### config.mk
export PLATFORM = sky130hd
export DESIGN_NAME = axi_lite_regif
export DESIGN_NICKNAME = d
export VERILOG_FILES = /design/src/rtl/axi_lite_regif.sv
export SDC_FILE = /design/constraint.sdc
export NUM_CORES = 1
export LEC_CHECK = 0
export BUFFER_PORTS_ARGS = -buffer_cell sky130_fd_sc_hd__clkbuf_2
export CAP_MARGIN = 40
export CORE_MARGIN = 5
export CORE_UTILIZATION = 45
export CTS_CLUSTER_DIAMETER = 40
export DETAILED_ROUTE_END_ITERATION = 10
export HOLD_SLACK_MARGIN = 0.15
export PLACE_DENSITY = 0.85
export REMOVE_ABC_BUFFERS = 1
export SYNTH_ARGS = -nofsm -noshare
export SYNTH_HDL_FRONTEND = slang
export SYNTH_SLANG_ARGS = --single-unit
### constraint.sdc
create_clock -name i_clk -period 2.3 [get_ports i_clk]
set_clock_uncertainty 0.05 [all_clocks]
set_input_delay 0.345 -clock i_clk [delete_from_list [all_inputs] [get_ports i_clk]]
set_output_delay 0.345 -clock i_clk [all_outputs]
set_load 0.02 [all_outputs]
### src/rtl/axi_lite_regif.sv
// axi_lite_regif
//   AXI4-Lite slave bridging a bus master onto a word-indexed register bank.
//   One outstanding write and one outstanding read; the two paths run
//   independently. AW and W may be accepted in either order. Addresses that
//   decode outside the bank answer SLVERR and raise no register strobe.
//
// Ports
//   i_clk, i_rst           clock, synchronous active-high reset
//   i_aw*/o_awready        write-address channel
//   i_w*/o_wready          write-data channel (data + byte strobes)
//   o_b*/i_bready          write-response channel
//   i_ar*/o_arready        read-address channel
//   o_r*/i_rready          read-data channel
//   o_reg_wr/widx/wdata/wstrb   one-cycle register write strobe and payload
//   o_reg_rd/ridx, i_reg_rdata  one-cycle register read strobe, index, data
module axi_lite_regif #(
  parameter int unsigned    AW     = 32,
  parameter int unsigned    DW     = 32,
  parameter int unsigned    NREG   = 16,
  parameter logic [AW-1:0]  BASE   = '0,
  parameter int unsigned    RD_LAT = 1,
  localparam int unsigned   IW     = $clog2(NREG),
  localparam int unsigned   SW     = DW / 8
) (
  input  logic          i_clk,
  input  logic          i_rst,
  // write address
  input  logic          i_awvalid,
  output logic          o_awready,
  input  logic [AW-1:0] i_awaddr,
  // write data
  input  logic          i_wvalid,
  output logic          o_wready,
  input  logic [DW-1:0] i_wdata,
  input  logic [SW-1:0] i_wstrb,
  // write response
  output logic          o_bvalid,
  input  logic          i_bready,
  output logic [1:0]    o_bresp,
  // read address
  input  logic          i_arvalid,
  output logic          o_arready,
  input  logic [AW-1:0] i_araddr,
  // read data
  output logic          o_rvalid,
  input  logic          i_rready,
  output logic [DW-1:0] o_rdata,
  output logic [1:0]    o_rresp,
  // register bank side
  output logic          o_reg_wr,
  output logic [IW-1:0] o_reg_widx,
  output logic [DW-1:0] o_reg_wdata,
  output logic [SW-1:0] o_reg_wstrb,
  output logic          o_reg_rd,
  output logic [IW-1:0] o_reg_ridx,
  input  logic [DW-1:0] i_reg_rdata
);

  localparam int unsigned BW       = $clog2(SW);
  localparam logic [1:0]  RESP_OK  = 2'b00;
  localparam logic [1:0]  RESP_ERR = 2'b10;
  localparam logic [1:0]  CNT_INIT = (RD_LAT == 0) ? 2'd0 : 2'(RD_LAT - 1);

  typedef enum logic [1:0] {W_IDLE, W_EXEC, W_RESP} wstate_t;
  typedef enum logic [1:0] {R_IDLE, R_STRB, R_WAIT, R_RESP} rstate_t;

  // ---------------------------------------------------------------- decode
  // Word index relative to BASE; byte-offset bits are shifted away and the
  // subtraction wraps modulo 2^AW so addresses below BASE become misses.
  logic [AW-1:0] w_aw_word;
  logic [AW-1:0] w_ar_word;
  logic          w_aw_hit;
  logic          w_ar_hit;

  assign w_aw_word = (i_awaddr - BASE) >> BW;
  assign w_ar_word = (i_araddr - BASE) >> BW;
  assign w_aw_hit  = (w_aw_word < AW'(NREG));
  assign w_ar_hit  = (w_ar_word < AW'(NREG));

  // ------------------------------------------------------------ write path
  wstate_t       r_wstate;
  wstate_t       w_wstate_nxt;
  logic          r_aw_held;
  logic          r_w_held;
  logic          r_aw_hit;
  logic [IW-1:0] r_widx;
  logic [DW-1:0] r_wdata;
  logic [SW-1:0] r_wstrb;
  logic [1:0]    r_bresp;
  logic          w_aw_hs;
  logic          w_w_hs;
  logic          w_b_hs;

  always_ff @(posedge i_clk) begin
    if (i_rst) r_wstate <= W_IDLE;
    else       r_wstate <= w_wstate_nxt;
  end

  always_comb begin
    w_wstate_nxt = r_wstate;
    o_awready    = 1'b0;
    o_wready     = 1'b0;
    o_bvalid     = 1'b0;
    o_reg_wr     = 1'b0;
    w_aw_hs      = 1'b0;
    w_w_hs       = 1'b0;
    w_b_hs       = 1'b0;
    case (r_wstate)
      W_IDLE: begin
        o_awready = !r_aw_held;
        o_wready  = !r_w_held;
        w_aw_hs   = i_awvalid && !r_aw_held;
        w_w_hs    = i_wvalid && !r_w_held;
        if ((r_aw_held || w_aw_hs) && (r_w_held || w_w_hs))
          w_wstate_nxt = W_EXEC;
      end
      W_EXEC: begin
        // Strobe is masked during reset so a transaction dropped by reset
        // never reaches the register bank.
        o_reg_wr     = r_aw_hit && !i_rst;
        w_wstate_nxt = W_RESP;
      end
      W_RESP: begin
        o_bvalid = 1'b1;
        if (i_bready) begin
          w_b_hs       = 1'b1;
          w_wstate_nxt = W_IDLE;
        end
      end
      default: w_wstate_nxt = W_IDLE;
    endcase
  end

  always_ff @(posedge i_clk) begin
    if (i_rst) begin
      r_aw_held <= 1'b0;
      r_w_held  <= 1'b0;
      r_aw_hit  <= 1'b0;
      r_widx    <= '0;
      r_wdata   <= '0;
      r_wstrb   <= '0;
      r_bresp   <= '0;
    end else begin
      if (w_aw_hs) begin
        r_aw_held <= 1'b1;
        r_aw_hit  <= w_aw_hit;
        r_widx    <= w_aw_word[IW-1:0];
      end
      if (w_w_hs) begin
        r_w_held <= 1'b1;
        r_wdata  <= i_wdata;
        r_wstrb  <= i_wstrb;
      end
      if (r_wstate == W_EXEC)
        r_bresp <= r_aw_hit ? RESP_OK : RESP_ERR;
      if (w_b_hs) begin
        r_aw_held <= 1'b0;
        r_w_held  <= 1'b0;
      end
    end
  end

  assign o_reg_widx  = r_widx;
  assign o_reg_wdata = r_wdata;
  assign o_reg_wstrb = r_wstrb;
  assign o_bresp     = r_bresp;

  // ------------------------------------------------------------- read path
  rstate_t       r_rstate;
  rstate_t       w_rstate_nxt;
  logic          r_ar_hit;
  logic [IW-1:0] r_ridx;
  logic [1:0]    r_rcnt;
  logic [DW-1:0] r_rdata;
  logic [1:0]    r_rresp;
  logic          w_ar_hs;
  logic          w_capture;
  logic          w_cnt_load;

  always_ff @(posedge i_clk) begin
    if (i_rst) r_rstate <= R_IDLE;
    else       r_rstate <= w_rstate_nxt;
  end

  always_comb begin
    w_rstate_nxt = r_rstate;
    o_arready    = 1'b0;
    o_rvalid     = 1'b0;
    o_reg_rd     = 1'b0;
    w_ar_hs      = 1'b0;
    w_capture    = 1'b0;
    w_cnt_load   = 1'b0;
    case (r_rstate)
      R_IDLE: begin
        o_arready = 1'b1;
        if (i_arvalid) begin
          w_ar_hs      = 1'b1;
          w_rstate_nxt = R_STRB;
        end
      end
      R_STRB: begin
        o_reg_rd = r_ar_hit && !i_rst;
        if (RD_LAT == 0) begin
          w_capture    = 1'b1;
          w_rstate_nxt = R_RESP;
        end else begin
          w_cnt_load   = 1'b1;
          w_rstate_nxt = R_WAIT;
        end
      end
      R_WAIT: begin
        if (r_rcnt == 2'd0) begin
          w_capture    = 1'b1;
          w_rstate_nxt = R_RESP;
        end
      end
      R_RESP: begin
        o_rvalid = 1'b1;
        if (i_rready) w_rstate_nxt = R_IDLE;
      end
      default: w_rstate_nxt = R_IDLE;
    endcase
  end

  always_ff @(posedge i_clk) begin
    if (i_rst) begin
      r_ar_hit <= 1'b0;
      r_ridx   <= '0;
      r_rcnt   <= '0;
      r_rdata  <= '0;
      r_rresp  <= '0;
    end else begin
      if (w_ar_hs) begin
        r_ar_hit <= w_ar_hit;
        r_ridx   <= w_ar_word[IW-1:0];
      end
      if (w_cnt_load)
        r_rcnt <= CNT_INIT;
      else if ((r_rstate == R_WAIT) && (r_rcnt != 2'd0))
        r_rcnt <= r_rcnt - 2'd1;
      if (w_capture) begin
        r_rdata <= r_ar_hit ? i_reg_rdata : '0;
        r_rresp <= r_ar_hit ? RESP_OK : RESP_ERR;
      end
    end
  end

  assign o_reg_ridx = r_ridx;
  assign o_rdata    = r_rdata;
  assign o_rresp    = r_rresp;

endmodule

## Word-level counts from Yosys, hierarchy flattened

Index checks and enable logic that the tools add are counted.

- Flip-flop bits (word level): 90
- Input port bits: 139

- Add/subtract/negate cells: 1
- $lt $le $gt $ge: 2
- Equal/unequal tests: 10
- Multiplexer cells: 26
- Reduce and logical (&&, ||, !) cells: 19

Operators by type and width:

| cell | number |
|---|---|
| 30-bit by 5-bit < comparator with 1-bit output (second input constant) | 2 |
| 32-bit two-way mux | 1 |
| 1-bit two-way mux | 16 |
| 2-bit two-way mux | 7 |
| 2-bit inequality test (second input constant) | 5 |
| 2-bit one-hot mux with 4 select lines | 1 |
| 2-bit equality test (second input constant) | 3 |
| 1-bit logical AND | 6 |
| 2-bit logical NOT | 3 |
| 2-bit one-hot mux with 3 select lines | 1 |
| 2-bit by 1-bit equality test with 1-bit output (second input constant) | 2 |
| 2-bit OR reduction | 2 |
| 1-bit logical NOT | 3 |
| 3-bit AND reduction | 1 |
| 1-bit logical OR | 2 |
| 2-bit AND reduction | 1 |
| 2-bit nonzero test | 1 |
| 2-bit by 1-bit subtractor with 2-bit output (second input constant) | 1 |

## Depth between registers and ports, before layout

Gate-level depths: netlist of run 1.

- Depth in word-level cells: 6
- Depth in mapped cells: 7
- Depth with buffers taken out: 6

## Worst setup path before layout of run 1

OpenSTA, ideal clock, no wires.

- Path kind: reg2reg
- From: reg r_wstate[0]
- To: reg r_wdata[8] (netlist: o_reg_wdata[8])
- Library setup time: 134 ps
- Data arrival time: 1352 ps
- Data required time: 2116 ps
- Path slack: 764 ps
- Stages on the path, launching flop included: 6
- Clock period less this slack: 1536 ps
- Cells stage by stage: dfxtp_1 > nor3_2 > nand2_1 > clkbuf_1 > nand2_1 > a21oi_1

- Cells in the longest elaborated chain, start to end: 2

RTL lines:

| what | line | RTL |
|---|---|---|
| start: declaration | 81 | `wstate_t r_wstate;` |
| start signal: assignment | 96 | `else r_wstate <= w_wstate_nxt;` |
| 2-bit logical NOT | 108 | `case (r_wstate)` |
| 1-bit two-way mux | 108 |  |
| end signal: assignment | 151 | `r_wdata <= i_wdata;` |
| end: declaration | 87 | `logic [DW-1:0] r_wdata;` |

No other way between the ends.
A chain may end at the register's enable or synchronous reset.

## Worst setup path in the final report of run 1

- From: reg r_wstate[0]
- To: out o_reg_wr

- Cells in the longest elaborated chain, start to end: 2

RTL lines:

| what | line | RTL |
|---|---|---|
| 2-bit by 1-bit equality test with 1-bit output | 108 |  |
| 1-bit two-way mux | 108 |  |
| end: declaration | 50 | `output logic o_reg_wr,` |

No other way between the ends.

==> results of run 1 <==
cells in the final DEF, fill, tap and decap left out, types with 2 or more instances in the layout:
cell / n
conb_1: 2
dlygate4sd3_1: 25
and3b_1: 2
clkbuf_8: 10
nor4_1: 12
a21oi_1: 80
inv_1: 7
ha_1: 6
dfxtp_1: 88
nor2_1: 11
nand3_1: 42
nor2b_1: 3
clkinv_4: 2
and2_1: 2
clkbuf_2: 218
buf_4: 5
nand2_1: 116
a211oi_1: 2
nor3_1: 3
nand4_1: 2
final timing paths:
kind | from | to | cells after the start
setup / recovery | r_wstate[0] | o_reg_wr | 3
hold / removal | i_wdata[10] | o_reg_wdata[10] | 3
setup reg to reg | r_rstate[0] | r_rstate[0] | 6
hold reg to reg | o_rdata[6] | o_rdata[6] | 2
kinds of logic after synthesis:
group                    Yosys count  synth area share (%)
AO/OA/AOI/OAI                     88                  13.8
XOR/XNOR                           1                 0.258
adder cells (fa/ha/maj)            6                  2.21
buffers and inverters             37                  4.87
flip-flops                        88                  52.0
multiplexers                       1                 0.295
other                              1                 0.111
AND/OR/NAND/NOR                  199                  26.5
report_power, final:
| part | leakage (nW) | internal, mW | total [mW] | switching, mW |
|---|---|---|---|---|
| registers | 0.716 | 1.62 | 1.69 | 0.0673 |
| clock network | 0.100 | 0.540 | 1.10 | 0.556 |
| logic | 1.48 | 0.332 | 0.949 | 0.617 |
| total | 2.30 | 2.49 | 3.73 | 1.24 |
metal layers:
layer / part of all wire (%) / GRT usage [%] / vias up / routed length, um
met1: 36 / 27.0 / 1786 / 4280
met3: 7.3 / 5.97 / 45 / 860
met5: 0 / 0 / - / 0
met2: 53 / 42.4 / 210 / 6200
met4: 3.8 / 13.6 / 0 / 452
li1: - / - / 1881 / -
state kept, by name, indices dropped and copies added, names as in the netlist:
name	flops
o_reg_wstrb	4
r_w_held	1
r_rstate	2
r_ar_hit	1
o_reg_wdata	32
o_rdata	32
r_aw_held	1
o_bresp	1
r_aw_hit	1
o_rresp	1
o_reg_ridx	4
r_wstate	2
r_rcnt	2
o_reg_widx	4
worst min-delay path, stage by stage:
cell      delay [ns]
clkbuf_2        0.08
nand2_1         0.05
a21oi_1         0.05
through the flow:
stage	cell area [um2]	util, %
detailed placement	4530	62.1
global placement	4530	62.1
CTS	4990	68.4
floorplan	3250	-
global route	4990	68.4
finish	4990	68.4
area by class of cell:
| cell class | count | area, um2 | share of cell area (%) |
|---|---|---|---|
| Inverter | 7 | 26.3 | 0.527 |
| Sequential cell | 88 | 1760 | 35.3 |
| Multi-Input combinational cell | 297 | 1470 | 29.4 |
| Timing Repair Buffer | 250 | 1400 | 28.1 |
| Clock inverter | 5 | 63.8 | 1.28 |
| Tap cell | 99 | 124 | 2.48 |
| Clock buffer | 11 | 141 | 2.83 |
| Antenna cell | 1 | 2.50 | 0.0502 |
==> run_results.csv, run 1 <==
group,metric,value,unit
routing,post-route-drc-count,0,
synth,yosysMostFrequentCell,"nand2_1",
routing,drt_pass1_iterations,5,
setup_path,crit_fanout,5,
pwr,power_density,748,nW/um2
placed_design,io_buffers,219,
sta,max_freq,542,MHz
synth,synth_common_cells,"116 x nand2_1, 88 x dfxtp_1, 80 x a21oi_1",
global_route,grt_max_degree,80,
clock_tree,hold_buffers,25,
synth,netlist.area_leader.share,52.0,%
die,dieArea,9370,um2
sta,finalMaxSlewViolations,0,
pwr,power.leakage,2.30,nW
setup_path,end_kind,"output port",
synth,yosysWarnings,0,
global_route,grt_overflow,0,
pwr,vdd_drop_max,0.453,mV
cells_and_area,fill_cells,592,
routing,drt.antenna.violating_nets,0,
placed_design,post-place-cells,716,
clock_tree,cts_buffer_depth,2,
routing,via_per_inst,5.17,
clock_tree,cts_tree,"yes",
sta,finalCriticalPeriod,1.84,ns
global_route,grt.total_usage,24.3,%
setup_path,cp_data_arrival_time,1.45,ns
synth,synth_edf_count,0,
synth,yosysSeqAreaShare,52.0,%
setup_path,rrSetupSlack,0.49,ns
clock_tree,clk_root_buffer_cell,"clkbuf_8",
sta,holdWs,0.161,ns
synth,synthTopCellsByArea,"dfxtp_1 52%, nand2_1 13%, a21oi_1 12%, nand3_1 6.2%, ha_1 2.2%",
flow_run,max_cap_viol_count,0,
die,pin_count,226,
setup_path,critical_path.max_stage_delay,0.45,ns
clock_tree,htree_levels,3,
sta,fin_crit_sh,80.2,%
global_route,grt_pass1_wl,18700,um
setup_path,critPathRequiredTime,1.90,ns
routing,drt-total-wl,11800,um
die,dieWidth,96.8,um
clock_tree,postCtsSetupBuffers,0,
clock_tree,clk_pin_slew,0.08,ns
die,initial_core_util,46.5,%
synth,postSynthAreaPerCell,8.05,um2
sta,final.setup.worst_slack,0.456,ns
clock_tree,cts_inserted_buffers,9,
routing,drt_iter0_drc,149,
synth,yosysUniqueCellTypes,33,
cells_and_area,drive_gt1_share,37.2,%
cells_and_area,final-instance-count-excl-fill,758,
clock_tree,post_cts_resized,0,
setup_path,crit_buf_inv,1,
setup_path,cp_top_family,"simple AND/OR/NAND/NOR gates",
setup_path,crit_chain,"nor2b_1 -> and3b_1 -> clkbuf_2",
setup_path,worstSetupStartpointType,"flop",
synth,syn_inst,421,
clock_tree,numClockSinks,88,
synth,synthFlopType,"dfxtp_1",
clock_tree,clk_latency,0.35,ns
sta,setup_viol,0,
die,dieHeight,96.8,um
die,core,7290,um2
synth,synthArstFlopShare,0,%
routing,vias,3922,
pwr,finalPower,3.73,mW
synth,ys_ff_latch,88,
hold_path,worst_hold_path_type,"primary input to flop",
placed_design,gp_congestion,0.852,
die,num_rows,31,
placed_design,pre_cts_slack,0.567,ns
run_status,status,"finished, final reports clean",
sta,hold_viol_final,0,
synth,netlist_area,3390,um2
placed_design,hpwlAfterDp,8160,um
setup_path,crit_slowest_cell,"dfxtp_1",
cells_and_area,syn2layout_area_growth,47.2,%
global_route,grt_pass1_vias,3887,
sta,rsz0062_at_grt,"false",
routing,wl_per_cell,15.6,um
sta,fin_setup_tns,0,ns
global_route,antenna_found_initial,1,
cells_and_area,nets,798,
setup_path,crit_type,"flop to output port",
synth,yosysTopAreaCell,"dfxtp_1",
Note: power is estimated with default switching activity, not from simulation.
==> run 2: changes to the inputs <==
CORE_UTILIZATION = 38   (was 45)
PLACE_DENSITY = 0.77   (was 0.85)
clock period = 1.6 ns   (was 2.3 ns; I/O delays follow)
==> run_results.csv, run 2 (synthesis results as in run 1) <==
group,metric,value,unit
pwr,power.switching,1.90,mW
routing,via_per_inst,4.98,
hold_path,worst_hold_path_type,"primary input to flop",
cells_and_area,final_common_cell,"clkbuf_2",
placed_design,pre_cts_slack,0.0146,ns
die,initial_core_util,38.9,%
sta,final.setup.worst_slack,0.0457,ns
routing,vias,4202,
global_route,grt.total_usage,21.8,%
flow_run,max_cap_viol_count,0,
sta,setup_viol,0,
setup_path,crit_type,"flop to output port",
cells_and_area,final-instance-count-excl-fill,844,
placed_design,gp_congestion,0.787,
clock_tree,cts_tree,"yes",
global_route,grt_pass1_vias,4228,
clock_tree,cts_buffer_depth,2,
die,core,8720,um2
global_route,grt_max_degree,47,
pwr,power_frac_comb,30.3,%
clock_tree,cts_inserted_buffers,9,
cells_and_area,final_cell_mix,"214 x clkbuf_2, 116 x nand2_1, 93 x dlygate4sd3_1, 84 x dfxtp_1, 80 x a21oi_1",
placed_design,io_buffers,219,
pwr,p_clk_share,27.2,%
cells_and_area,drive_gt1_share,36.3,%
routing,drt_pass1_iterations,5,
die,pin_count,226,
global_route,grt_overflow,0,
global_route,antenna_found_initial,0,
die,dieHeight,104,um
hold_path,hold_start,"i_araddr[11]",
sta,finalCriticalPeriod,1.55,ns
setup_path,crit_fanout,3,
sta,max_freq,643,MHz
cells_and_area,antennaDiodeCount,0,
routing,drt-total-wl,12600,um
die,dieWidth,104,um
sta,hold_viol_final,0,
pwr,finalPower,5.75,mW
pwr,p_sw_share,33.1,%
setup_path,end_kind,"output port",
setup_path,cp_data_arrival_time,1.26,ns
cells_and_area,syn2layout_area_growth,72.7,%
setup_path,critPathRequiredTime,1.31,ns
routing,wl_per_cell,14.9,um
pwr,power.leakage,2.65,nW
clock_tree,numClockSinks,88,
setup_path,startpoint,"r_rstate[0]",
pwr,p_seq_share,42.4,%
placed_design,post-place-cells,733,
setup_path,rrSetupSlack,0.06,ns
die,dieArea,10900,um2
setup_path,worstSetupStartpointType,"flop",
routing,post-route-drc-count,0,
sta,fin_setup_tns,0,ns
die,num_rows,34,
setup_path,rr_startpoint,"r_rstate[0]",
clock_tree,htree_levels,3,
pwr,power_density,982,nW/um2
pwr,internal-power,3.84,mW
clock_tree,clk_root_buffer_cell,"clkbuf_8",
routing,drt_iter0_drc,151,
clock_tree,clk_latency,0.34,ns
sta,finalMaxSlewViolations,0,
run_status,status,"finished, final reports clean",
routing,drt.antenna.violating_nets,0,
sta,fin_crit_sh,97.1,%
clock_tree,clk_pin_slew,0.09,ns
cells_and_area,nets,876,
placed_design,hpwlAfterDp,7670,um
pwr,vdd_drop_max,0.666,mV
global_route,grt_pass1_wl,19800,um
==> run 2: changes by cell type in the layout (fill, tap and decap cells not counted), sizes merged <==
cell	before	now
dlygate4sd3	25	93
buf	7	20
clkbuf	229	224
inv	8	10
clkinv	2	3
clkinvlp	1	0
diode	1	0
==> run 2: timing repair <==
item,CTS,global route
pin swaps,0,2
buffers inserted,0,2
resized for setup,8,20
endpoints found under the setup margin,6,8
hold buffers,93,0
hold endpoints to repair,80,0
==> run 2: stage by stage <==
step           hold WS [ns]  utilization, %  area [um2]
3_3_place_gp          0.389            52.9        4620
4_1_cts               0.154            66.2        5770
5_1_grt               0.180            67.1        5850
2_1_floorplan         0.252               -        3250
3_5_place_dp          0.397            52.9        4620
6_report              0.178            67.1        5850
==> run 2: path summary, 6_finish.rpt <==
kind	endpoint	cells past startpoint
max	o_reg_rd	4
min	r_ar_hit	4
max reg2reg	r_rstate[0]	6
min reg2reg	o_rdata[16]	2
==> run 2: critical path, cell delays in order (launching register included) <==
cell	delay (ns)
dfxtp_2	0.34
buf_6	0.12
ha_4	0.15
and3b_1	0.16
clkbuf_8	0.15
==> run 2: cell type report <==
class / instances / area (um2)
sequential: 88 / 1770
clock inverter: 7 / 78.8
clock buffer: 9 / 124
fill: 675 / 2870
inverter: 7 / 28.8
tap: 108 / 135
multi-input combinational: 297 / 1520
timing repair buffer: 328 / 2190
==> run 2: power groups by stage <==
| stage | registers (mW) | clock network [mW] | logic [mW] |
|---|---|---|---|
| after floorplan | 2.59 | 0 | 0.590 |
| after global placement | 2.46 | 0 | 1.36 |
| after detailed placement | 2.47 | 0 | 1.40 |
| after CTS | 2.42 | 1.61 | 1.59 |
| after global routing | 2.46 | 1.71 | 1.88 |
| final | 2.44 | 1.57 | 1.74 |
==> run 2: layer usage <==
layer	GRT usage, %	up-vias	part of all wire (%)
met3	6.27	39	7.0
met1	22.8	1928	37
met5	0	-	0
li1	-	2031	-
met2	40.9	204	53
met4	7.96	0	3.2
==> run 3: changes to the inputs <==
CORE_UTILIZATION = 45   (was 38)
PLACE_DENSITY = 0.85   (was 0.77)
clock period = 1.86 ns   (was 1.6 ns; I/O delays follow)
==> run_results.csv, run 3 (synthesis results as in run 1) <==
group,metric,value,unit
run_status,status,"finished, final reports clean",
routing,via_per_inst,5.25,
global_route,grt_max_degree,79,
routing,vias,4264,
clock_tree,cts_tree,"yes",
routing,drt_pass1_iterations,5,
clock_tree,htree_levels,3,
pwr,vdd_drop_max,0.740,mV
global_route,grt_pass1_vias,4545,
die,pin_count,226,
clock_tree,clk_root_buffer_cell,"clkbuf_8",
clock_tree,numClockSinks,88,
sta,finalMaxSlewViolations,0,
hold_path,worst_hold_path_type,"primary input to flop",
die,dieWidth,96.8,um
die,num_rows,31,
global_route,grt_overflow,0,
placed_design,io_buffers,219,
die,initial_core_util,46.5,%
placed_design,hpwlAfterDp,8340,um
die,dieArea,9370,um2
placed_design,gp_congestion,0.875,
sta,max_slew_margin,63.0,%
clock_tree,postCtsSetupBuffers,0,
routing,drt-total-wl,13800,um
pwr,power_density,841,nW/um2
routing,wl_per_cell,17.1,um
global_route,grt.total_usage,28.9,%
cells_and_area,final_cell_mix,"218 x clkbuf_2, 116 x nand2_1, 88 x dfxtp_1, 80 x a21oi_1, 76 x dlygate4sd3_1",
cells_and_area,finish.utilization,75.5,%
clock_tree,hold_buffers,75,
routing,post-route-drc-count,0,
cells_and_area,drive_gt1_share,34.9,%
global_route,antenna_found_initial,2,
cells_and_area,final-instance-count-excl-fill,812,
sta,hold_viol_final,0,
clock_tree,clk_pin_slew,0.08,ns
pwr,power.leakage,2.51,nW
flow_run,max_cap_viol_count,0,
die,core,7290,um2
cells_and_area,final_common_cell,"clkbuf_2",
cells_and_area,stdcell_area,5510,um2
sta,rsz0062_at_grt,"false",
clock_tree,cts_inserted_buffers,9,
sta,finalCriticalPeriod,1.76,ns
routing,drt.antenna.violating_nets,0,
setup_path,crit_fanout,5,
sta,fin_crit_sh,94.6,%
clock_tree,clk_latency,0.35,ns
placed_design,placed_area,4560,um2
setup_path,cp_data_arrival_time,1.43,ns
sta,setup_viol,0,
setup_path,crit_type,"flop to output port",
setup_path,worstSetupStartpointType,"flop",
routing,drt_iter0_drc,163,
setup_path,end_kind,"output port",
clock_tree,cts_buffer_depth,2,
global_route,grt_pass1_wl,22300,um
setup_path,critPathRequiredTime,1.53,ns
die,dieHeight,96.8,um
cells_and_area,nets,851,
cells_and_area,syn2layout_area_growth,62.4,%
placed_design,post-place-cells,718,
sta,max_freq,568,MHz
clock_tree,post_cts_resized,0,
sta,tightestPinTransition,0.550,ns
## run 3: where the power goes
group | total (mW) | leakage, nW | internal (mW) | switching [mW]
combinational | 1.32 | 1.71 | 0.503 | 0.815
clock | 1.22 | 0.0887 | 0.525 | 0.695
sequential | 2.09 | 0.716 | 2.00 | 0.0846
total | 4.63 | 2.51 | 3.03 | 1.60
## run 3: path summary, 6_finish.rpt
| path | start | to | slack (ns) | depth (start not counted) |
|---|---|---|---|---|
| worst min register to register | o_rdata[29] | o_rdata[29] | 0.41 | 2 |
| worst max-delay path | r_wstate[0] | o_reg_wr | 0.1 | 3 |
| worst max register to register | r_rstate[0] | r_rstate[1] | 0.15 | 6 |
| worst min-delay path | i_bready | r_w_held | 0.18 | 3 |
## run 3: per-layer routing
metal	vias up	global-route usage (%)	wire (um)
met5	-	0	0
li1	1985	-	-
met2	258	51.2	7110
met4	0	18.9	798
met1	1948	29.5	4870
met3	73	8.27	1070
## run 3: through the flow
step / hold slack (ns) / setup TNS (ns) / total power, mW / setup WS, ns
2_1_floorplan: 0.291 / -0.0677 / 2.74 / -0.00188
3_3_place_gp: 0.387 / 0 / 3.21 / 0.294
3_5_place_dp: 0.396 / 0 / 3.25 / 0.223
4_1_cts: 0.151 / 0 / 4.58 / 0.0802
5_1_grt: 0.175 / 0 / 4.86 / 0.0207
6_report: 0.182 / 0 / 4.63 / 0.0995
## run 3: critical path: stages (launching register included)
cell,delay [ns]
dfxtp_1,0.45
nor2b_1,0.28
and3b_1,0.19
clkbuf_2,0.17
## run 3: cell type report
class | instances | area [um2]
Clock inverter | 6 | 42.5
Timing Repair Buffer | 303 | 1940
Antenna cell | 2 | 5.00
Multi-Input combinational cell | 297 | 1470
Fill cell | 524 | 1790
Tap cell | 99 | 124
Clock buffer | 10 | 138
Sequential cell | 88 | 1760
Inverter | 7 | 26.3
